### config.mk
export PLATFORM = sky130hd
export DESIGN_NAME = fp_div_seq
export DESIGN_NICKNAME = d
export VERILOG_FILES = /design/src/rtl/fp_pkg.sv /design/src/rtl/fp_div_seq_mant_div_step.sv /design/src/rtl/fp_div_seq.sv
export SDC_FILE = /design/constraint.sdc
export NUM_CORES = 1
export LEC_CHECK = 0
export ABC_AREA = 1
export ABC_CLOCK_PERIOD_IN_PS = 1870
export CELL_PAD_IN_SITES_DETAIL_PLACEMENT = 0
export CELL_PAD_IN_SITES_GLOBAL_PLACEMENT = 1
export CORE_UTILIZATION = 36
export CTS_CLUSTER_SIZE = 10
export DETAILED_ROUTE_END_ITERATION = 16
export PLACE_DENSITY = 0.83
export SLEW_MARGIN = 15
export SYNTH_ARGS = -nofsm -noshare
export SYNTH_HDL_FRONTEND = slang
export SYNTH_SLANG_ARGS = --single-unit
export TNS_END_PERCENT = 20
### constraint.sdc
create_clock -name clk -period 1.87 [get_ports clk]
set_input_delay 0.2805 -clock clk [delete_from_list [all_inputs] [get_ports clk]]
set_output_delay 0.2805 -clock clk [all_outputs]
set_load 0.01 [all_outputs]
### src/rtl/fp_pkg.sv
// Shared definitions for the FP unit's single-precision divider.
// Holds the field widths, the exponent bias, the special-value encodings
// and the divider FSM state type, so the datapath and bench agree on them.
package fp_pkg;

  localparam int DATA_WIDTH = 32;
  localparam int EXP_WIDTH  = 8;
  localparam int MANT_WIDTH = 23;
  localparam int BIAS       = 127;

  // One quotient bit per iteration: hidden bit, 23 fraction bits and one
  // extra bit so a quotient below 1.0 still yields a full mantissa.
  localparam int ITER_COUNT = MANT_WIDTH + 2;
  localparam int CNT_WIDTH  = $clog2(ITER_COUNT);

  // Exponent arithmetic needs a sign bit and one bit of headroom.
  localparam int EXP_CALC_W = EXP_WIDTH + 2;
  localparam int EXP_MAX    = (1 << EXP_WIDTH) - 1;

  localparam logic [DATA_WIDTH-1:0] FP_QNAN    = 32'h7FC0_0000;
  localparam logic [EXP_WIDTH-1:0]  FP_INF_EXP = 8'hFF;

  typedef enum logic [1:0] {
    IDLE,
    DIVIDE,
    NORM
  } div_state_e;

endpackage

### src/rtl/fp_div_seq_mant_div_step.sv
// One restoring-division step on the mantissa datapath.
// Ports:
//   rem_in  - current partial remainder (one bit wider than the divisor)
//   divisor - normalised divisor mantissa {1, fraction}
//   q_bit   - quotient bit produced by this step
//   rem_out - next partial remainder, already shifted left by one
module mant_div_step #(
  parameter int REM_WIDTH = 25
) (
  input  logic [REM_WIDTH-1:0] rem_in,
  input  logic [REM_WIDTH-2:0] divisor,
  output logic                 q_bit,
  output logic [REM_WIDTH-1:0] rem_out
);

  logic [REM_WIDTH-2:0] rem_kept;

  // The remainder always stays below twice the divisor, so after a
  // successful subtraction the difference fits in the divisor width and the
  // top remainder bit only matters for the comparison.
  always_comb begin
    q_bit    = (rem_in >= {1'b0, divisor});
    rem_kept = q_bit ? (rem_in[REM_WIDTH-2:0] - divisor) : rem_in[REM_WIDTH-2:0];
    rem_out  = {rem_kept, 1'b0};
  end

endmodule

### src/rtl/fp_div_seq.sv
// Sequential IEEE-754 single-precision divider: out_result = in_numA / in_numB.
// A restoring mantissa divider produces one quotient bit per cycle; results
// are truncated and denormals are flushed to zero.
// Ports:
//   clk, rst    - rising-edge clock, synchronous active-high reset
//   in_start    - operation request, only honoured while idle
//   in_numA/B   - dividend / divisor, captured when the request is accepted
//   out_busy    - high while an operation is in flight
//   out_done    - one-cycle pulse when out_result updates
//   out_result  - quotient, held until the next out_done
module fp_div_seq
  import fp_pkg::*;
(
  input  logic                  clk,
  input  logic                  rst,
  input  logic                  in_start,
  input  logic [DATA_WIDTH-1:0] in_numA,
  input  logic [DATA_WIDTH-1:0] in_numB,
  output logic                  out_busy,
  output logic                  out_done,
  output logic [DATA_WIDTH-1:0] out_result
);

  localparam int REM_W = MANT_WIDTH + 2;
  localparam int DIV_W = MANT_WIDTH + 1;

  div_state_e                   state_q, state_d;
  logic [CNT_WIDTH-1:0]         cnt_q, cnt_d;
  logic [REM_W-1:0]             rem_q, rem_d;
  logic [REM_W-1:0]             quo_q, quo_d;
  logic [DIV_W-1:0]             divisor_q, divisor_d;
  logic                         sign_q, sign_d;
  logic signed [EXP_CALC_W-1:0] exp_q, exp_d;
  logic                         special_q, special_d;
  logic [DATA_WIDTH-1:0]        special_res_q, special_res_d;
  logic [DATA_WIDTH-1:0]        result_q, result_d;
  logic                         done_q, done_d;

  logic [EXP_WIDTH-1:0]         exp_a, exp_b;
  logic                         cap_sign;
  logic                         step_q;
  logic [REM_W-1:0]             step_rem;
  logic signed [EXP_CALC_W-1:0] norm_exp;
  logic [MANT_WIDTH-1:0]        norm_mant;
  logic [DATA_WIDTH-1:0]        norm_res;

  assign exp_a    = in_numA[DATA_WIDTH-2 -: EXP_WIDTH];
  assign exp_b    = in_numB[DATA_WIDTH-2 -: EXP_WIDTH];
  assign cap_sign = in_numA[DATA_WIDTH-1] ^ in_numB[DATA_WIDTH-1];

  mant_div_step #(
    .REM_WIDTH(REM_W)
  ) u_step (
    .rem_in (rem_q),
    .divisor(divisor_q),
    .q_bit  (step_q),
    .rem_out(step_rem)
  );

  // The quotient lies in (0.5, 2): a clear top bit means one more bit of
  // left shift and one less in the exponent. Out-of-range exponents
  // saturate to infinity or flush to zero.
  always_comb begin
    if (quo_q[REM_W-1]) begin
      norm_mant = quo_q[REM_W-2:1];
      norm_exp  = exp_q;
    end else begin
      norm_mant = quo_q[MANT_WIDTH-1:0];
      norm_exp  = exp_q - EXP_CALC_W'(1);
    end
    if (norm_exp >= EXP_CALC_W'(EXP_MAX)) begin
      norm_res = {sign_q, FP_INF_EXP, {MANT_WIDTH{1'b0}}};
    end else if (norm_exp <= EXP_CALC_W'(0)) begin
      norm_res = {sign_q, {(DATA_WIDTH-1){1'b0}}};
    end else begin
      norm_res = {sign_q, norm_exp[EXP_WIDTH-1:0], norm_mant};
    end
  end

  // Next-state logic. Special operands are resolved at capture time and
  // skip the iterations, going straight to NORM with a precomputed result.
  always_comb begin
    state_d       = state_q;
    cnt_d         = cnt_q;
    rem_d         = rem_q;
    quo_d         = quo_q;
    divisor_d     = divisor_q;
    sign_d        = sign_q;
    exp_d         = exp_q;
    special_d     = special_q;
    special_res_d = special_res_q;
    result_d      = result_q;
    done_d        = 1'b0;

    unique case (state_q)
      IDLE: begin
        if (in_start) begin
          sign_d        = cap_sign;
          exp_d         = $signed({2'b00, exp_a}) - $signed({2'b00, exp_b})
                          + EXP_CALC_W'(BIAS);
          rem_d         = {2'b01, in_numA[MANT_WIDTH-1:0]};
          divisor_d     = {1'b1, in_numB[MANT_WIDTH-1:0]};
          quo_d         = '0;
          cnt_d         = '0;
          special_d     = 1'b1;
          special_res_d = '0;
          if (exp_a == FP_INF_EXP || exp_b == FP_INF_EXP) begin
            special_res_d = FP_QNAN;
          end else if (exp_b == '0) begin
            special_res_d = {cap_sign, FP_INF_EXP, {MANT_WIDTH{1'b0}}};
          end else if (exp_a == '0) begin
            special_res_d = {cap_sign, {(DATA_WIDTH-1){1'b0}}};
          end else begin
            special_d = 1'b0;
          end
          state_d = special_d ? NORM : DIVIDE;
        end
      end
      DIVIDE: begin
        rem_d = step_rem;
        quo_d = {quo_q[REM_W-2:0], step_q};
        if (cnt_q == CNT_WIDTH'(ITER_COUNT - 1)) begin
          state_d = NORM;
        end else begin
          cnt_d = cnt_q + CNT_WIDTH'(1);
        end
      end
      NORM: begin
        result_d = special_q ? special_res_q : norm_res;
        done_d   = 1'b1;
        state_d  = IDLE;
      end
      default: begin
        state_d = IDLE;
      end
    endcase
  end

  always_ff @(posedge clk) begin
    if (rst) begin
      state_q       <= IDLE;
      cnt_q         <= '0;
      rem_q         <= '0;
      quo_q         <= '0;
      divisor_q     <= '0;
      sign_q        <= 1'b0;
      exp_q         <= '0;
      special_q     <= 1'b0;
      special_res_q <= '0;
      result_q      <= '0;
      done_q        <= 1'b0;
    end else begin
      state_q       <= state_d;
      cnt_q         <= cnt_d;
      rem_q         <= rem_d;
      quo_q         <= quo_d;
      divisor_q     <= divisor_d;
      sign_q        <= sign_d;
      exp_q         <= exp_d;
      special_q     <= special_d;
      special_res_q <= special_res_d;
      result_q      <= result_d;
      done_q        <= done_d;
    end
  end

  assign out_busy   = (state_q != IDLE);
  assign out_done   = done_q;
  assign out_result = result_q;

endmodule

---- After elaboration in Yosys (flattened, before gate mapping) ----
Index checks and enable logic that the tools add are counted.
storage, ports and cells
  register bits after elaboration ......... 158
  bits in latches ......................... 0
  bits in writable memories ............... 0
  bits in read-only memories .............. 0
  logic and storage cells ................. 64
  memories kept ........................... 0
cells by class
  $add $sub $neg .......................... 5
  $mul .................................... 0
  divide/modulo/power cells ............... 0
  magnitude comparators ................... 3
  equality and inequality tests ........... 8
  shift-type cells ........................ 0
  mux-type cells .......................... 26
  bitwise operators ....................... 1
  reductions and logical operators ........ 10
operators with widths
  operator               count
  $mux 32                4
  $pmux 25 s2            2
  $mux 31                2
  $mux 25                2
  $ge 25x24->1           1
  $mux 24                1
  $sub 24x24->24         1
  $mux 23                1
  $eq 8x8->1 const B     2
  $logic_not 8->1        2
  $add 9x8->10 const B   1
  $ge 10x9->1 const B    1
  $le 10x1->1 const B    1
  $mux 10                1
  $mux 5                 2
  $pmux 5 s2             1
  $sub 10x2->10 const B  1
  $sub 8x8->9            1
  $mux 1                 6
  $mux 2                 3
  $ne 2x2->1 const B     3
  $reduce_and 2->1       3
  $add 5x1->5 const B    1
  $eq 5x5->1 const B     1
  8 further kinds        9

---- Longest topological paths before layout ----
Gate-level depths: netlist (run 1).
  depth in word-level cells ............... 9
  mapped depth ............................ 16

---- Modules after synthesis ----
A second synthesis (run 1) with hierarchy kept.
unflattened totals
  cell total of the unflattened synthesis .. 1,341
  area, all modules ....................... 8,597.0 µm²
by module, submodules not included
  module         instances  cells each  area each (µm²)
  fp_div_seq     1          857         6,251.0
  mant_div_step  1          484         2,346.0

---- Worst setup path before layout (run 1) ----
No wires, ideal clock.
  path kind ............................... flip-flop to flip-flop
  start ................................... reg rem_q[0]
  end ..................................... reg rem_q[15]
  setup time .............................. 0.109 ns
  data arrival time ....................... 1.852 ns
  slack ................................... -0.092 ns
  stages on the path, launching flop included .. 14
  cell sequence ........................... dfxtp_1 > inv_1 > ha_1 > fa_1 > o21bai_1 > nand2_1 > nand2_1 > nand3_1 > nand2_1 > nand2_1 > nand3_1 > nand3_1 > nand2_1 > inv_1
on the way
  longest elaborated chain between the ends .. 3
  elaborated cells between the ends (all ways) .. 4
  classes of those cells .................. 1 x add/sub; 1 x order compare; 2 x mux
ends and longest elaborated chain
  item                                                   RTL line                                                        source
  start, declared                                        fp_div_seq.sv:29                                                logic [REM_W-1:0] rem_q, rem_d;
  start signal, assigned                                 fp_div_seq.sv:155                                               rem_q <= rem_d;
  $sub 24x24->24 / $ge 25x24->1 (equally long branches)  fp_div_seq_mant_div_step.sv:23, fp_div_seq_mant_div_step.sv:22
  $mux 24 (*)                                            fp_div_seq_mant_div_step.sv:23                                  rem_kept = q_bit ? (rem_in[REM_WIDTH-2:0] - divisor) : rem_in[REM_WIDTH-2:0];
  $pmux 25 s2 (*)                                        fp_div_seq.sv:95                                                unique case (state_q)
Every way passes the cells marked *; elsewhere a longest branch is shown, timed or not.
A chain may end at the register's enable or synchronous reset.

---- Final worst setup path (run 1) ----
  start ................................... reg divisor_q[22]
  end ..................................... reg rem_q[22]
on the way
  longest elaborated chain between the ends .. 3
ends and longest elaborated chain
  item                    RTL line                        source
  start, declared         fp_div_seq.sv:31                logic [DIV_W-1:0] divisor_q, divisor_d;
  start signal, assigned  fp_div_seq.sv:157               divisor_q <= divisor_d;
  $ge 25x24->1            fp_div_seq_mant_div_step.sv:22  q_bit = (rem_in >= {1'b0, divisor});
  $mux 24                 fp_div_seq_mant_div_step.sv:23
  $pmux 25 s2             fp_div_seq.sv:95
No other way between the ends.

==> results.cfg, run 1 <==
[place]
hpwl_um = 17520
gp_congestion = 0.8737
dp_cells = 1776
preCtsSetupSlack_ps = -865.1
io_buffers = 100
place_area_um2 = 10880

[setup_path]
crit_fanout = 8
reg2reg_slack_ps = -140
cp-start-kind = register
cp-end-kind = register
cp_slowest_cell = dfxtp_2
worstPathBufferInverterCount = 2
critPathMaxStageDelay_ps = 320
crit_chain = inv_2 > ha_4 > a21o_1 > a21oi_2 > nand2_2 > a21oi_4 > nand3_4 > buf_12 > nand3_4 > nand3_2 > a21oi_2
critPathArrivalTime_ps = 2360
critPathKind = reg2reg
worstPathRequired_ps = 2220
crit_family = compound AO/OA/AOI/OAI gates

[cts]
clkSinkCount = 129
cts_root_buf = clkbuf_16
tritoncts = yes
cts_buffers = 17
cts.clk_slew.worst_paths_ps = 60
hold_buffers = 0
htree_levels = 4
ctsLongestPathBuffers = 2
clk_latency_ps = 430

[power]
p_int_uw = 7533
power_frac_clock_pct = 26.2
peakVddDrop_v = 0.0005538
seq_power_share_pct = 25.1
p_sw_share_pct = 38.94
finalPower_uw = 12340
switchingPower_uw = 4803
p_leak_uw = 0.005514
p_comb_share_pct = 48.7
powerDensity_nw_per_um2 = 985.8

[layout]
mostFrequentLayoutCells = 320 x nand2_1, 180 x buf_4, 147 x inv_1
nFillCells = 2239
drive_gt1_share_pct = 32.21
final_common_cell = nand2_1
area_growth_pct = 49.43
n_antenna_cell = 0
finalNonFillerCells = 1831
stdcell_area_um2 = 12510
nNetsFinal = 1638

[drt]
dr_wl_met3_um = 897
via_count = 8970
wl_met1_um = 11720
finalWirelength_um = 24420
wl_per_cell_um = 13.33
wl_met2_um = 11250
highest_layer = met4
drt-initial-drc-count = 484
drc = 0
firstDrtPassIters = 5
viasPerCell = 4.899
ant_nets = 0

[floorplanning]
start_util_pct = 36.88
fp.dieW_um = 154.5
pin_count = 101
die_h_um = 154.5
core-area_um2 = 22710
dieArea_um2 = 23880
std_cell_rows = 55

[global_routing]
antenna_found_initial = 0
grt_pass1_wl_um = 40490
grt_util_all_layers_pct = 20.81
gr-total-overflow = 0
grt_max_degree = 44
grt_pass1_vias = 8579

[synth]
async_flop_share_pct = 0
yosys_warnings = 0
synth_area_um2 = 8374
synth_cell_types = 45
synth_edf_count = 0
synth-seq-cells = 129
synth_flop_cell = dfxtp_1
ys_seq_area_share_pct = 30.84
synth_nets = 1377
synthCells = 1272
syn_avg_cell_area_um2 = 6.584

[sta]
finalHoldViolations = 0
setup_ws_ps = -139.4
period_needed_ps = 2009
slew_headroom_pct = 61.15
fmax_ghz = 0.4976
layout_worst_path_cycle_share_pct = 107.5
finalMaxSlewViolations = 0
finalSetupViolations = 25
rsz0062_at_grt = yes
worst_slew_pin_slew_ps = 582.8
clock-skew-final_ps = 10.64

[job]
drv_cap = 0

[outcome]
violations = setup timing
status = finished with violations

[hold_path]
hold_class = in2reg
==> power groups by stage <==
stage / sequential [uW] / combinational (uW) / clock (uW)
floorplan: 3090 / 2890 / 0
global placement: 3100 / 4740 / 0
detailed placement: 3100 / 4770 / 0
CTS: 3090 / 5520 / 3300
global route: 3120 / 6590 / 3420
finish: 3100 / 6010 / 3230
==> cells in the mapped netlist, types with 3 or more instances <==
master      n  area (um2)
a211oi_1    3       22.52
a21oi_1    93       465.5
a21oi_2    28       245.2
a31oi_1     3       18.77
buf_2       6       30.03
buf_6       5       56.30
clkbuf_1   32       120.1
dfxtp_1   129        2582
ha_1       36       450.4
inv_1     178       668.1
nand2_1   364        1366
nand2_2     4       25.02
nand2_4     4       45.04
nand3_1    72       360.4
nand3_2     6       60.06
nand3b_1    9       67.56
nand4_1    17       106.4
nor2_1     78       292.8
nor2_2     28       175.2
nor2_4      3       33.78
nor3_1      7       35.03
nor4_1      4       25.02
o211ai_1   24       180.2
o21ai_0    63       315.3
o21ai_1     6       30.03
o21bai_1    6       45.04
o32ai_1     9       78.83
or2_1       3       18.77
or2_2      10       62.56
xnor2_1     6       52.55
xor2_1     14       122.6
==> registers in the layout, summed over array words and instances, names as in the netlist <==
signal         flops
cnt_q              5
divisor_q         24
rem_q             25
out_result        32
quo_q             25
out_done           1
state_q            2
sign_q             1
exp_q             10
special_q          1
special_res_q      3
==> routing by layer <==
metal	up-vias	GRT usage (%)
li1	4619	-
met3	43	2.690
met1	4125	27.51
met2	183	34.73
met4	0	7.261
met5	-	0
==> worst paths after layout <==
check                              startpoint  cells past startpoint         to
worst max-delay path            divisor_q[22]                     11  rem_q[22]
worst min-delay path                      rst                      2  rem_q[24]
worst max register to register  divisor_q[22]                     11  rem_q[22]
worst min register to register      quo_q[23]                      2  quo_q[24]
==> metrics by stage <==
stage,util [%],setup TNS [ps],hold slack (ps)
final,55.10,-2694,165.9
after global routing,55.10,-7251,175.1
after CTS,53.43,-1333,154.0
after detailed placement,47.90,-13830,447.8
after global placement,47.90,-12700,444.5
after floorplan,-,-129.7,393.2
==> logic make-up (layout without fill, tap and decap cells) <==
logic type | count (synthesis) | count (layout) | synth area share (%)
AOI/OAI and AO/OA | 241 | 241 | 17.26
and+or+nand+nor | 613 | 613 | 32.38
xor gates and xnor gates | 21 | 21 | 2.286
buffers and inverters | 230 | 504 | 11.39
DFF | 129 | 129 | 30.84
adders and majority gates | 38 | 38 | 5.857
==> repair_timing <==
action,CTS,global route
gates cloned,1,1
pin swaps,19,35
endpoints found under the setup margin,63,63
gates resized for setup,142,83
hold endpoints to repair,0,0
setup buffers,15,6
==> final cells by class <==
class / instances / area, um2 / area share [%]
multi-input combinational: 913 / 5707 / 45.61
sequential: 129 / 2614 / 20.89
timing repair buffer: 291 / 2569 / 20.53
inverter: 181 / 699.4 / 5.589
clock buffer: 17 / 425.4 / 3.400
tap: 285 / 356.6 / 2.850
clock inverter: 15 / 142.6 / 1.140
Power figures use the tool's default switching activity.
==> run 2, diff against run 1 <==
--- a/config.mk
+++ b/config.mk
@@ -13,6 +13,7 @@
 export CTS_CLUSTER_SIZE = 10
 export DETAILED_ROUTE_END_ITERATION = 16
 export PLACE_DENSITY = 0.83
+export SKIP_CTS_REPAIR_TIMING = 1
 export SLEW_MARGIN = 15
 export SYNTH_ARGS = -nofsm -noshare
 export SYNTH_HDL_FRONTEND = slang
==> run 2 against run 1 <==
The flow still finishes with violations (setup timing). Clock skew about the same. Sequential share of layout area is essentially flat. Global-route usage down 0.72 points. Clock power about the same. Hold slack improved by 5.9 ps. Largest power group unchanged.
==> results.cfg, run 2 (synthesis results as in run 1) <==
[floorplanning]
die_h_um = 154.5
std_cell_rows = 55
start_util_pct = 36.88
fp.dieW_um = 154.5
dieArea_um2 = 23880
core-area_um2 = 22710
pin_count = 101

[setup_path]
critPathArrivalTime_ps = 2320
cp-end-kind = register
critPathKind = reg2reg
cp-start-kind = register
crit_fanout = 8
worstPathRequired_ps = 2190

[hold_path]
hold_class = in2reg

[power]
powerDensity_nw_per_um2 = 982.2
p_leak_uw = 0.005536
peakVddDrop_v = 0.0005697
finalPower_uw = 12230

[cts]
htree_levels = 4
cts_root_buf = clkbuf_16
cts_buffers = 17
tritoncts = yes
clk_latency_ps = 430
ctsLongestPathBuffers = 2
clkSinkCount = 129
cts.clk_slew.worst_paths_ps = 60

[sta]
finalHoldViolations = 0
clock-skew-final_ps = 10.26
slew_headroom_pct = 61.79
setup_ws_ps = -136.9
period_needed_ps = 2007
rsz0062_at_grt = yes
worst_slew_pin_slew_ps = 572.6
finalMaxSlewViolations = 0
layout_worst_path_cycle_share_pct = 107.3
fmax_ghz = 0.4983
finalSetupViolations = 25

[layout]
final_common_cell = nand2_1
largest_reg_flops = 32
stdcell_area_um2 = 12450
area_growth_pct = 48.68
finalNonFillerCells = 1823
nNetsFinal = 1630
drive_gt1_share_pct = 30.88
n_antenna_cell = 0
mostFrequentLayoutCells = 313 x nand2_1, 173 x buf_4, 158 x inv_1

[place]
gp_congestion = 0.8737
dp_cells = 1776
place_area_um2 = 10880
io_buffers = 100
hpwl_um = 17520

[global_routing]
antenna_found_initial = 0
grt_util_all_layers_pct = 20.09
gr-total-overflow = 0
grt_pass1_vias = 8277
grt_pass1_wl_um = 39070
grt_max_degree = 44

[drt]
viasPerCell = 4.874
drc = 0
finalWirelength_um = 24280
via_count = 8886
drt-initial-drc-count = 460
firstDrtPassIters = 5
ant_nets = 0
wl_per_cell_um = 13.32

[outcome]
status = finished with violations
violations = setup timing

[job]
drv_cap = 0
[run 2: report_power, final]
part | total, uW | internal [uW] | switching (uW)
Sequential | 3090 | 2940 | 158
Clock | 3220 | 1760 | 1460
Combinational | 5920 | 2730 | 3180
[run 2: stage by stage]
step	utilization (%)	TNS (ps)	worst slack [ps]	hold WS [ps]
after detailed placement	47.90	-13830	-865.1	447.8
after CTS	50.40	-9979	-413.3	154.0
final	54.83	-2778	-136.9	171.8
after global routing	54.83	-8129	-283.4	180.9
after global placement	47.90	-12700	-817.8	444.5
after floorplan	-	-129.7	-64.75	393.2
[run 2: worst max-delay path, stage by stage, from the launching register on]
cell and delay (ps):
dfxtp_2 350, ha_4 330, nand2_4 70, nor2_2 140, nand2_2 100, nor3_4 210
nand2_4 80, nand3_4 160, buf_12 180, o21ai_1 60, a21oi_1 150, nor2_1 50
[run 2: layer usage]
layer  track usage (%)  wire length [um]
met1             27.06             11850
met2             32.88             11160
met3             2.690               815
met4             6.884               449
met5                 0                 0
[run 2: path summary, 6_finish.rpt]
| kind | start | endpoint | slack, ps | cells after the start |
|---|---|---|---|---|
| max | rem_q[12] | rem_q[23] | -140 | 11 |
| max reg2reg | rem_q[12] | rem_q[23] | -140 | 11 |
| min reg2reg | quo_q[23] | quo_q[24] | 460 | 2 |
| min | rst | quo_q[0] | 170 | 2 |
[run 2: area by class of cell]
type	instances	area [um2]
multi-input cells	913	5710
well taps	285	356.6
repair buffers	283	2515
inverters	181	699.4
fillers	2228	10260
clock inverters	15	142.6
clock buffers	17	425.4
flip-flops and latches	129	2601
